<file path="config.mk">
export PLATFORM = sky130hd
export DESIGN_NAME = ex_muldiv
export DESIGN_NICKNAME = d
export VERILOG_FILES = /design/src/rtl/mips_pkg.sv /design/src/rtl/muldiv_step.sv /design/src/rtl/ex_muldiv.sv
export SDC_FILE = /design/constraint.sdc
export NUM_CORES = 1
export LEC_CHECK = 0
export BUFFER_PORTS_ARGS = -buffer_cell sky130_fd_sc_hd__buf_4
export CAP_MARGIN = 30
export CORE_ASPECT_RATIO = 0.8
export CORE_MARGIN = 2
export CORE_UTILIZATION = 62
export CTS_BUF_LIST = sky130_fd_sc_hd__clkbuf_4 sky130_fd_sc_hd__clkbuf_8
export DETAILED_ROUTE_END_ITERATION = 10
export GPL_TIMING_DRIVEN = 0
export HOLD_SLACK_MARGIN = 0.12
export MAX_ROUTING_LAYER = met4
export PLACE_DENSITY_LB_ADDON = 0.2
export SLEW_MARGIN = 20
export SYNTH_ARGS = -nofsm -noshare
export SYNTH_HDL_FRONTEND = slang
export SYNTH_SLANG_ARGS = --single-unit
</file>
<file path="constraint.sdc">
create_clock -name clk_i -period 8.7 [get_ports clk_i]
set_clock_uncertainty 0.2 [all_clocks]
set_input_delay 1.305 -clock clk_i [delete_from_list [all_inputs] [get_ports clk_i]]
set_output_delay 1.305 -clock clk_i [all_outputs]
set_load 0.01 [all_outputs]
</file>
<file path="src/rtl/mips_pkg.sv">
// Shared definitions for the EX-stage multiply/divide unit and its users.
//   muldiv_op_e    : mul/div operation encoding driven from ID/EX
//   muldiv_state_e : iteration FSM encoding
//   MULDIV_LAT     : cycles busy stays high after a launch, for the hazard unit
package mips_pkg;

    localparam int MULDIV_LAT = 33;

    typedef enum logic [1:0] {
        OP_MULT  = 2'b00,
        OP_MULTU = 2'b01,
        OP_DIV   = 2'b10,
        OP_DIVU  = 2'b11
    } muldiv_op_e;

    typedef enum logic [1:0] {
        IDLE = 2'b00,
        ITER = 2'b01,
        FIX  = 2'b10
    } muldiv_state_e;

    // Bit 0 of the op selects unsigned.
    function automatic logic op_is_signed(input logic [1:0] op);
        return ~op[0];
    endfunction

endpackage

</file>
<file path="src/rtl/muldiv_step.sv">
// One iteration of the unsigned shift-add multiplier or restoring divider.
//   acc_i / acc_o : 2*WIDTH+1 bit working register
//       mul: {carry, partial product high, remaining multiplier bits}
//       div: {partial remainder (WIDTH+1), remaining dividend / quotient bits}
//   opnd_i        : |multiplicand| for mul, |divisor| for div
//   is_div_i      : selects the divide step
module muldiv_step #(
    parameter int WIDTH = 32
) (
    input  logic [2*WIDTH:0]  acc_i,
    input  logic [WIDTH-1:0]  opnd_i,
    input  logic              is_div_i,
    output logic [2*WIDTH:0]  acc_o
);

    logic [WIDTH:0]   sum;
    logic [2*WIDTH:0] shl;
    logic [WIDTH:0]   diff;

    always_comb begin
        sum  = {1'b0, acc_i[2*WIDTH-1:WIDTH]} + {1'b0, (acc_i[0] ? opnd_i : {WIDTH{1'b0}})};
        shl  = {acc_i[2*WIDTH-1:0], 1'b0};
        diff = shl[2*WIDTH:WIDTH] - {1'b0, opnd_i};
        if (is_div_i) begin
            // The shifted remainder can reach WIDTH+1 bits, so compare at that width.
            if (shl[2*WIDTH:WIDTH] >= {1'b0, opnd_i}) begin
                acc_o = {diff, shl[WIDTH-1:1], 1'b1};
            end else begin
                acc_o = shl;
            end
        end else begin
            acc_o = {1'b0, sum, acc_i[WIDTH-1:1]};
        end
    end

endmodule

</file>
<file path="src/rtl/ex_muldiv.sv">
// Iterative MULT/MULTU/DIV/DIVU unit owning the architectural HI/LO registers.
//   clk_i, reset_i (async, active-high)
//   start_i, op_i, op_a_i, op_b_i : launch from ID/EX (sampled in IDLE only)
//   abort_i                       : flush, returns to IDLE without touching HI/LO
//   mthi_i, mtlo_i, mt_data_i     : MTHI/MTLO writes (IDLE only, start has priority)
//   hi_o, lo_o                    : HI/LO registers
//   busy_o                        : op in flight
//   done_o                        : one-cycle pulse after HI/LO are written by an op
module ex_muldiv
    import mips_pkg::*;
#(
    parameter int WIDTH = 32,
    parameter int CNT_W = 5
) (
    input  logic              clk_i,
    input  logic              reset_i,
    input  logic              start_i,
    input  logic [1:0]        op_i,
    input  logic [WIDTH-1:0]  op_a_i,
    input  logic [WIDTH-1:0]  op_b_i,
    input  logic              abort_i,
    input  logic              mthi_i,
    input  logic              mtlo_i,
    input  logic [WIDTH-1:0]  mt_data_i,
    output logic [WIDTH-1:0]  hi_o,
    output logic [WIDTH-1:0]  lo_o,
    output logic              busy_o,
    output logic              done_o
);

    muldiv_state_e     state_q;
    logic [CNT_W-1:0]  cnt_q;
    logic [2*WIDTH:0]  acc_q, acc_d;
    logic [WIDTH-1:0]  opnd_q;
    logic [WIDTH-1:0]  a_raw_q;
    logic              is_div_q;
    logic              neg_q;       // negate product (mul) or quotient (div)
    logic              rem_neg_q;   // remainder follows the dividend's sign
    logic              div_zero_q;
    logic [WIDTH-1:0]  hi_q, lo_q;
    logic              done_q;

    logic              sgn, a_neg, b_neg;
    logic [WIDTH-1:0]  a_abs, b_abs;
    logic [2*WIDTH-1:0] prod;
    logic [WIDTH-1:0]  quot, rem;
    logic [WIDTH-1:0]  hi_d, lo_d;

    muldiv_step #(.WIDTH(WIDTH)) u_step (
        .acc_i    (acc_q),
        .opnd_i   (opnd_q),
        .is_div_i (is_div_q),
        .acc_o    (acc_d)
    );

    always_comb begin
        sgn   = op_is_signed(op_i);
        a_neg = sgn & op_a_i[WIDTH-1];
        b_neg = sgn & op_b_i[WIDTH-1];
        a_abs = a_neg ? (~op_a_i + 1'b1) : op_a_i;
        b_abs = b_neg ? (~op_b_i + 1'b1) : op_b_i;
    end

    always_comb begin
        prod = neg_q ? (~acc_q[2*WIDTH-1:0] + 1'b1) : acc_q[2*WIDTH-1:0];
        quot = neg_q ? (~acc_q[WIDTH-1:0] + 1'b1) : acc_q[WIDTH-1:0];
        rem  = rem_neg_q ? (~acc_q[2*WIDTH-1:WIDTH] + 1'b1) : acc_q[2*WIDTH-1:WIDTH];
        if (!is_div_q) begin
            hi_d = prod[2*WIDTH-1:WIDTH];
            lo_d = prod[WIDTH-1:0];
        end else if (div_zero_q) begin
            // Divide by zero reports the raw dividend, not its magnitude.
            hi_d = a_raw_q;
            lo_d = {WIDTH{1'b1}};
        end else begin
            hi_d = rem;
            lo_d = quot;
        end
    end

    always_ff @(posedge clk_i or posedge reset_i) begin
        if (reset_i) begin
            state_q    <= IDLE;
            cnt_q      <= '0;
            acc_q      <= '0;
            opnd_q     <= '0;
            a_raw_q    <= '0;
            is_div_q   <= 1'b0;
            neg_q      <= 1'b0;
            rem_neg_q  <= 1'b0;
            div_zero_q <= 1'b0;
            hi_q       <= '0;
            lo_q       <= '0;
            done_q     <= 1'b0;
        end else begin
            done_q <= 1'b0;
            if (abort_i) begin
                state_q <= IDLE;
            end else begin
                case (state_q)
                    IDLE: begin
                        if (start_i) begin
                            is_div_q   <= op_i[1];
                            a_raw_q    <= op_a_i;
                            div_zero_q <= (op_b_i == '0);
                            neg_q      <= a_neg ^ b_neg;
                            rem_neg_q  <= a_neg;
                            cnt_q      <= '0;
                            if (op_i[1]) begin
                                acc_q  <= {{(WIDTH+1){1'b0}}, a_abs};
                                opnd_q <= b_abs;
                            end else begin
                                acc_q  <= {{(WIDTH+1){1'b0}}, b_abs};
                                opnd_q <= a_abs;
                            end
                            state_q <= ITER;
                        end else begin
                            if (mthi_i) hi_q <= mt_data_i;
                            if (mtlo_i) lo_q <= mt_data_i;
                        end
                    end
                    ITER: begin
                        acc_q <= acc_d;
                        if (cnt_q == CNT_W'(WIDTH-1)) begin
                            state_q <= FIX;
                        end else begin
                            cnt_q <= cnt_q + 1'b1;
                        end
                    end
                    FIX: begin
                        hi_q    <= hi_d;
                        lo_q    <= lo_d;
                        done_q  <= 1'b1;
                        state_q <= IDLE;
                    end
                    default: state_q <= IDLE;
                endcase
            end
        end
    end

    assign hi_o   = hi_q;
    assign lo_o   = lo_q;
    assign busy_o = (state_q != IDLE);
    assign done_o = done_q;

endmodule
</file>
---- After elaboration in Yosys (flattened, before gate mapping) ----
Index checks and enable logic that the tools add are counted.
word-level totals
  register bits after elaboration ......... 204
  logic and storage cells ................. 83
  bits of input ports ..................... 104
cells by class
  muxes and demuxes ....................... 31
  eq/ne operators ......................... 10
  add/subtract/negate cells ............... 8
  reductions and logical operators ........ 11
  bitwise operators ....................... 10
  $lt $le $gt $ge ......................... 1
operators with widths
  kind                                            number
  2-to-1 mux 32 bit                               15
  2-to-1 mux 64 bit                               4
  adder 32 x 1 -> 32 bit (second input constant)  4
  NOT 32 bit                                      4
  case mux 32 bit (2 select lines)                2
  case mux 64 bit (2 select lines)                1
  adder 64 x 1 -> 64 bit (second input constant)  1
  NOT 64 bit                                      1
  adder 32 x 32 -> 33 bit                         1
  greater-or-equal comparator 33 x 32 -> 1 bit    1
  logical NOT 32 bit                              1
  subtractor 32 bit                               1
  AND reduction 4 bit                             3
  2-to-1 mux 5 bit                                2
  inequality test 2 bit (second input constant)   5
  case mux 5 bit (2 select lines)                 1
  2-to-1 mux 2 bit                                3
  inequality test 3 bit (second input constant)   2
  AND reduction 3 bit                             2
  nonzero test 2 bit                              3
  adder 5 x 1 -> 5 bit (second input constant)    1
  equality test 5 bit (second input constant)     1
  case mux 2 bit (2 select lines)                 1
  bitwise AND 1 bit                               2
  7 further kinds                                 9

---- Longest topological paths before layout ----
Gate-level depths: netlist of run 1.
  depth in word-level cells ............... 6
  gate-level depth with buffers ........... 15

---- Modules after synthesis ----
Synthesis of run 1 repeated with hierarchy kept, for this count alone.
second synthesis, totals
  cells, all modules ...................... 2275
  area total of the unflattened synthesis .. 18014.8 sq um
by module, submodules not included
  module       cells each  instances  area an instance (sq um)  seq. area each (sq um)
  ex_muldiv    1614        1          13306.5                   5129.9
  muldiv_step  661         1          4708.3                    0.0

---- Worst setup path before layout of run 1 ----
Ideal clock, no wire load.
  kind .................................... input to register
  from .................................... input port op_b_i[13]
  to ...................................... register acc_q[30]
  slack ................................... 4.817 ns
  setup time .............................. 0.150 ns
  arrival time ............................ 3.533 ns
  cell stages on the path ................. 8
  required time ........................... 8.350 ns
  path through ............................ or4_1 > nor4b_1 > and3_1 > a21oi_1 > xnor2_1 > nand2_1 > o211ai_1 > o311ai_0
on the way
  cells in the longest elaborated chain, start to end .. 6
ends and longest elaborated chain
  element                           line              text
  from (decl)                       ex_muldiv.sv:20   input logic [WIDTH-1:0] op_b_i,
  NOT 32 bit                        ex_muldiv.sv:61   b_abs = b_neg ? (~op_b_i + 1'b1) : op_b_i;
  adder 32 x 1 -> 32 bit            ex_muldiv.sv:61
  2-to-1 mux 32 bit                 ex_muldiv.sv:61
  2-to-1 mux 32 bit                 ex_muldiv.sv:109  if (op_i[1]) begin
  2-to-1 mux 64 bit                 ex_muldiv.sv:102  if (start_i) begin
  case mux 64 bit (2 select lines)  ex_muldiv.sv:100  case (state_q)
  to (signal assigned)              ex_muldiv.sv:110  acc_q <= {{(WIDTH+1){1'b0}}, a_abs};
  to (signal assigned)              ex_muldiv.sv:113  acc_q <= {{(WIDTH+1){1'b0}}, b_abs};
  to (decl)                         ex_muldiv.sv:33   logic [2*WIDTH:0] acc_q, acc_d;
No other way between the ends. The select of a mux whose other input is x is not followed.
A chain may end at the register's enable or synchronous reset.

---- Worst setup path in the final report of run 1 ----
  from .................................... register acc_q[31]
  to ...................................... register acc_q[35]
on the way
  cells in the longest elaborated chain, start to end .. 4
  elaborated cells between the ends (all ways) .. 5
  those cells by class .................... add/sub: 1; order compare: 1; mux: 3
ends and longest elaborated chain
  element                                                                            line                                  text
  subtractor 32 bit or greater-or-equal comparator 33 x 32 -> 1 bit (tied branches)  muldiv_step.sv:23, muldiv_step.sv:26
  2-to-1 mux 64 bit (*)                                                              muldiv_step.sv:26                     if (shl[2*WIDTH:WIDTH] >= {1'b0, opnd_i}) begin
  2-to-1 mux 64 bit (*)                                                              muldiv_step.sv:24                     if (is_div_i) begin
  case mux 64 bit (2 select lines) (*)                                               ex_muldiv.sv:100
Mark *: on every way between the ends. The rest lies on a longest branch, timed or not.

==> results of run 1 <==
[worst min-delay path by stage]
stage                          start  cells after the start          to  slack [ns]
final                       lo_o[24]                      2    lo_o[24]        0.28
after global routing        lo_o[24]                      2    lo_o[24]        0.31
after CTS                   lo_o[20]                      2    lo_o[20]        0.28
after detailed placement    lo_o[20]                      2    lo_o[20]        0.27
after global placement    opnd_q[27]                      1  opnd_q[27]        0.26
after floorplan           a_raw_q[7]                      2  a_raw_q[7]        0.24
[synthesized netlist by cell type (49+ instances only)]
library cell  number  area, µm²
a21oi_1          202       1010
clkbuf_1         114        428
dfrtp_1          204       5100
ha_1              70        876
inv_1             74        278
mux2i_1           63        631
nand2_1          347       1300
nand3_1           49        245
nor2_1           198        743
o21ai_0          267       1340
xnor2_1          111        972
xor2_1            54        473
[worst max-delay path: cells and delay by family, from the launching register on]
family | cells | cell delay [ns]
AO/OA/AOI/OAI | 7 | 2.46
buffers and inverters | 3 | 1.19
flip-flops | 1 | 0.37
AND/OR/NAND/NOR | 2 | 0.34
adder cells (fa/ha/maj) | 1 | 0.17
[flip-flops by register name, summed over array words and instances (netlist names)]
name        count
acc_q          64
a_raw_q        32
hi_o           32
lo_o           32
opnd_q         32
cnt_q           5
state_q         2
div_zero_q      1
done_o          1
is_div_q        1
neg_q           1
rem_neg_q       1
[routing by layer]
metal  global-route usage (%)  routed length (µm)
met1                     69.1               28000
met2                     66.1               28200
met4                     22.6                3900
met5                        -                   0
met3                     17.7               11700
[cell families after synthesis]
logic type	share of synthesized area (%)
adder cells (fa/ha/maj)	5.39
buffers and inverters	6.07
multiplexers	3.97
AO/OA/AOI/OAI	25.4
flip-flops	30.0
XOR/XNOR	8.50
AND/OR/NAND/NOR	20.7
[through the flow]
step,TNS [ns],cells,util [%]
floorplan,0,2239,-
global placement,-87.93,2772,69.1
detailed placement,0,2774,69.3
CTS,0,2834,72.1
global route,0,2836,72.1
finish,0,2836,72.1
[power groups by stage]
stage / Sequential (mW) / Clock [mW] / Combinational [mW]
floorplan: 1.37 / 0 / 2.19
global placement: 1.47 / 0 / 2.99
detailed placement: 1.48 / 0 / 3.07
CTS: 1.47 / 0.976 / 3.09
global route: 1.51 / 1.02 / 3.46
finish: 1.50 / 0.992 / 3.24
[cell type report]
class / count / area, µm² / area share [%]
multi-input cells: 1812 / 10900 / 55.7
flip-flops and latches: 204 / 5100 / 26.1
repair buffers: 171 / 1300 / 6.66
plain buffers: 146 / 743 / 3.80
clock buffers: 54 / 674 / 3.45
well taps: 364 / 455 / 2.33
inverters: 77 / 297 / 1.52
clock inverters: 6 / 83.8 / 0.429
diodes: 2 / 5.00 / 0.0256
==> flow_metrics.tcl, run 1 <==
set metrics [dict create \
    hold_slack_ns 0.282 \
    ant_nets 0 \
    setup_viol 0 \
    ir_drop_mv 0.200 \
    worstSetupEndpointType "flip-flop" \
    ctsHoldBuffers 0 \
    ys.flop_type "dfrtp_1" \
    cts_max_level 2 \
    core-area_um2 27100 \
    port_buffers 169 \
    dieWidth_um 189 \
    syn_nets 2415 \
    drtPass1Iterations 9 \
    avgSynthCellArea_um2 7.59 \
    grt_first_pass_wirelength_um 107000 \
    clkPwrFrac_pct 17.3 \
    rows 54 \
    setup.worst_path.end "acc_q[35]" \
    power_frac_seq_pct 26.2 \
    ios 170 \
    hp-class "reg -> reg" \
    die_h_um 152 \
    cp_common_cell "o21ai_0" \
    maxCapViolCount 0 \
    clockRootBuffer "clkbuf_8" \
    p_sw_share_pct 48.4 \
    tightest_slew_ns 0.962 \
    crit_slowest_cell "o31ai_1" \
    mostFrequentLayoutCell "nand2_1" \
    syn_area_um2 17000 \
    arrival_ns 5.08 \
    insertion_delay_ns 0.57 \
    p_int_mw 2.96 \
    fmax_mhz 207 \
    r2r_slack_ns 3.86 \
    post_cts_buffers 0 \
    synthArstFlopShare_pct 100 \
    cts_num_sinks 204 \
    layout_common_cells "347 x nand2_1, 267 x o21ai_0, 204 x dfrtp_1, 202 x a21oi_1, 198 x nor2_1" \
    cp.required_ns 8.95 \
    comb_power_share_pct 56.5 \
    cts_tree "yes" \
    gp_congestion 1.10 \
    r2r_end "acc_q[35]" \
    timing.final.crit_share_pct 55.6 \
    max-slew-margin-rel_pct 35.9 \
    reg2reg_from "acc_q[31]" \
    grt_max_degree 105 \
    drv_slew 0 \
    grt_setup_unrepaired "no" \
    switchingPower_mw 2.77 \
    yosys_warnings 0 \
    drt_iter0_markers 3032 \
    critPathMaxStageDelay_ns 0.63 \
    synth_seq_cells 204 \
    place_ws_ns 4.19 \
    timing.final.ws_setup_ns 3.86 \
    fill_cells 2157 \
    fin_nets 2624 \
    layout-drive-gt1-share_pct 11.7 \
    placed_area_um2 18800 \
    leakage_nw 8.77 \
    hold_viol_final 0 \
    gr-total-overflow 0 \
    hpwl_um 55900 \
    start_util_pct 62.8 \
    syn_inst 2239 \
    vias 19400 \
    final_area_um2 19500 \
    cts-buffers-inserted 36 \
    drc 0 \
    die_area_um2 28800 \
    via_per_inst 6.85 \
    path_max_fanout 10 \
    yosysSeqAreaShare_pct 30.0 \
    period_needed_ns 4.84 \
    drt-total-wl_um 71800 \
    start_kind "flip-flop" \
    crit_chain "clkdlybuf4s50_2 -> inv_1 -> ha_1 -> nor2b_1 -> o31a_1 -> o311ai_0 -> nand3_1 -> o31ai_1 -> o21ai_1 -> clkbuf_1 -> o21ai_0 -> o21ai_0 -> o21ai_0" \
    status "completed" \
    synth_edf_count 0 \
    synth_cell_types 81 \
    track_usage_pct 50.3 \
    cts_buffer_depth 3 \
    antenna_found_initial 2 \
    p_total_mw 5.73 \
    cts_resized 0 \
    wl_per_cell_um 25.3 \
    grt_pass1_vias 17900 \
    clkSlewWorstSetupHoldPaths_ns 0.06 \
    synthToLayoutAreaGrowth_pct 14.9 \
    startpoint "acc_q[31]" \
    critical_path_class "reg -> reg" \
    reg2reg_depth 13 \
    p_per_area_nw_per_um2 294 \
]
(Power assumes the default switching activity.)
==> run 2: changes to the inputs <==
--- a/config.mk
+++ b/config.mk
@@ -9,7 +9,7 @@
 export CAP_MARGIN = 30
 export CORE_ASPECT_RATIO = 0.8
 export CORE_MARGIN = 2
-export CORE_UTILIZATION = 62
+export CORE_UTILIZATION = 56
 export CTS_BUF_LIST = sky130_fd_sc_hd__clkbuf_4 sky130_fd_sc_hd__clkbuf_8
 export DETAILED_ROUTE_END_ITERATION = 10
 export GPL_TIMING_DRIVEN = 0
==> constraint.sdc (replaced) <==
create_clock -name clk_i -period 4 [get_ports clk_i]
set_clock_uncertainty 0.2 [all_clocks]
set_input_delay 0.6 -clock clk_i [delete_from_list [all_inputs] [get_ports clk_i]]
set_output_delay 0.6 -clock clk_i [all_outputs]
set_load 0.01 [all_outputs]
==> flow_metrics.tcl, run 2 (same netlist as run 1, synthesis figures left out) <==
set metrics [dict create \
    status "completed" \
    path_max_fanout 10 \
    cp_common_cell "clkbuf_1" \
    cp.required_ns 4.26 \
    synthToLayoutAreaGrowth_pct 19.1 \
    wl_per_cell_um 25.0 \
    worstSetupEndpointType "flip-flop" \
    max-slew-margin-rel_pct 33.2 \
    arrival_ns 4.22 \
    final_cells 2924 \
    p_sw_share_pct 48.1 \
    core-area_um2 30100 \
    port_buffers 169 \
    via_per_inst 6.57 \
    drt_iter0_markers 3018 \
    switchingPower_mw 6.09 \
    insertion_delay_ns 0.56 \
    grt_setup_unrepaired "no" \
    hpwl_um 57700 \
    start_kind "flip-flop" \
    period_needed_ns 3.95 \
    p_per_area_nw_per_um2 626 \
    cts-buffers-inserted 37 \
    ant_nets 0 \
    cts_buffer_depth 3 \
    maxCapViolCount 0 \
    post_cts_buffers 0 \
    cts_max_level 2 \
    mostFrequentLayoutCell "nand2_1" \
    hold_slack_ns 0.135 \
    layout-drive-gt1-share_pct 12.8 \
    crit_slowest_cell "clkbuf_1" \
    clockRootBuffer "clkbuf_8" \
    grt_pass1_vias 17600 \
    tightest_slew_ns 1.00 \
    p_int_mw 6.58 \
    comb_power_share_pct 56.5 \
    crit_chain "clkbuf_1 -> clkbuf_1 -> clkbuf_1 -> clkbuf_1 -> a21oi_1 -> o21ai_0" \
    place_inst 2829 \
    place_ws_ns -0.485 \
    gp_congestion 1.08 \
    dieWidth_um 199 \
    rows 57 \
    ir_drop_mv 0.361 \
    cts_num_sinks 204 \
    die_area_um2 31800 \
    clkPwrFrac_pct 17.6 \
    largest_reg_flops 64 \
    critical_path_class "reg -> reg" \
    setup_viol 0 \
    timing.final.ws_setup_ns 0.0481 \
    power_frac_seq_pct 25.8 \
    drtPass1Iterations 6 \
    worst-path-buf-inv 4 \
    drv_slew 0 \
    vias 19200 \
    fmax_mhz 253 \
    start_util_pct 56.5 \
    path_delay_family "buffers and inverters" \
    clkSlewWorstSetupHoldPaths_ns 0.06 \
    gr-total-overflow 0 \
    drc 0 \
    diodes 0 \
    track_usage_pct 47.0 \
    critPathMaxStageDelay_ns 0.80 \
    hp-class "in -> reg" \
    top_register "acc_q" \
    hold_viol_final 0 \
    fin_nets 2664 \
    ios 170 \
    grt_first_pass_wirelength_um 108000 \
    drt-total-wl_um 73200 \
    cts_tree "yes" \
    die_h_um 160 \
    grt_max_degree 35 \
    layout_common_cells "347 x nand2_1, 264 x o21ai_0, 204 x dfrtp_1, 199 x a21oi_1, 196 x nor2_1" \
    timing.final.crit_share_pct 98.8 \
    antenna_found_initial 0 \
    leakage_nw 9.03 \
]
## run 2: cell types whose count changed in the layout (fill, tap and decap cells not counted), sizes merged
cell	change
clkdlybuf4s18	+1
buf	+7
clkinv	-1
clkdlybuf4s50	-1
clkinvlp	+2
diode	-2
clkbuf	-4
dlygate4sd3	+38
inv	-1
## run 2: worst reg2reg max path, stage by stage, from the launching register on
cell	delay, ns
dfrtp_1	0.32
clkbuf_1	0.58
clkbuf_1	0.80
clkbuf_1	0.78
clkbuf_1	0.69
a21oi_1	0.25
o21ai_0	0.24
## run 2: cell type report
type / instances / area (µm²)
Clock inverter: 6 / 90.1
Clock buffer: 56 / 714
Fill cell: 2598 / 9840
Multi-Input combinational cell: 1812 / 11000
Inverter: 77 / 293
Tap cell: 413 / 517
Buffer: 141 / 731
Timing Repair Buffer: 215 / 1800
Sequential cell: 204 / 5100
## run 2: worst paths after layout
| kind | start | to | slack, ns | depth (start not counted) |
|---|---|---|---|---|
| setup / recovery | is_div_q | acc_q[53] | 0.05 | 6 |
| setup reg to reg | is_div_q | acc_q[53] | 0.05 | 6 |
| min in group asynchronous | reset_i | acc_q[61] | 0.39 | 3 |
| hold reg to reg | opnd_q[18] | opnd_q[18] | 0.29 | 2 |
| hold / removal | mt_data_i[25] | hi_o[25] | 0.13 | 3 |
| max in group asynchronous | reset_i | acc_q[12] | 2.03 | 7 |
## run 2: metal layers
| metal | routed length, µm | vias to the layer above | part of all wire [%] | track usage, % |
|---|---|---|---|---|
| met1 | 29900 | 9102 | 41 | 65.1 |
| met4 | 3260 | 0 | 4.5 | 17.9 |
| met3 | 10900 | 207 | 15 | 16.3 |
| li1 | - | 8470 | - | - |
| met5 | 0 | - | 0 | - |
| met2 | 29100 | 1438 | 40 | 62.7 |
## run 2: stage by stage
stage	cell area, µm²	setup TNS (ns)	utilization [%]	total power [mW]
3_3_place_gp	18800	-151.50	62.4	9.78
6_report	20300	0	67.3	12.7
3_5_place_dp	19000	-12.17	63.0	9.95
5_1_grt	20300	0	67.3	13.3
4_1_cts	20200	0	67.0	12.2
2_1_floorplan	17000	0	-	7.74
## run 2: repair_timing
item                                    in CTS  in global routing
pin swaps                                    0                  5
endpoints found under the setup margin      40                 41
hold endpoints to repair                    49                  0
hold buffers                                38                  0
gates cloned                                 0                  0
gates resized for setup                     14                 24
## run 2: power by group through the flow
stage	registers, mW	clock network [mW]	logic, mW
global route	3.29	2.31	7.69
CTS	3.20	2.21	6.81
floorplan	2.98	0	4.75
detailed placement	3.23	0	6.72
finish	3.27	2.24	7.16
global placement	3.21	0	6.57
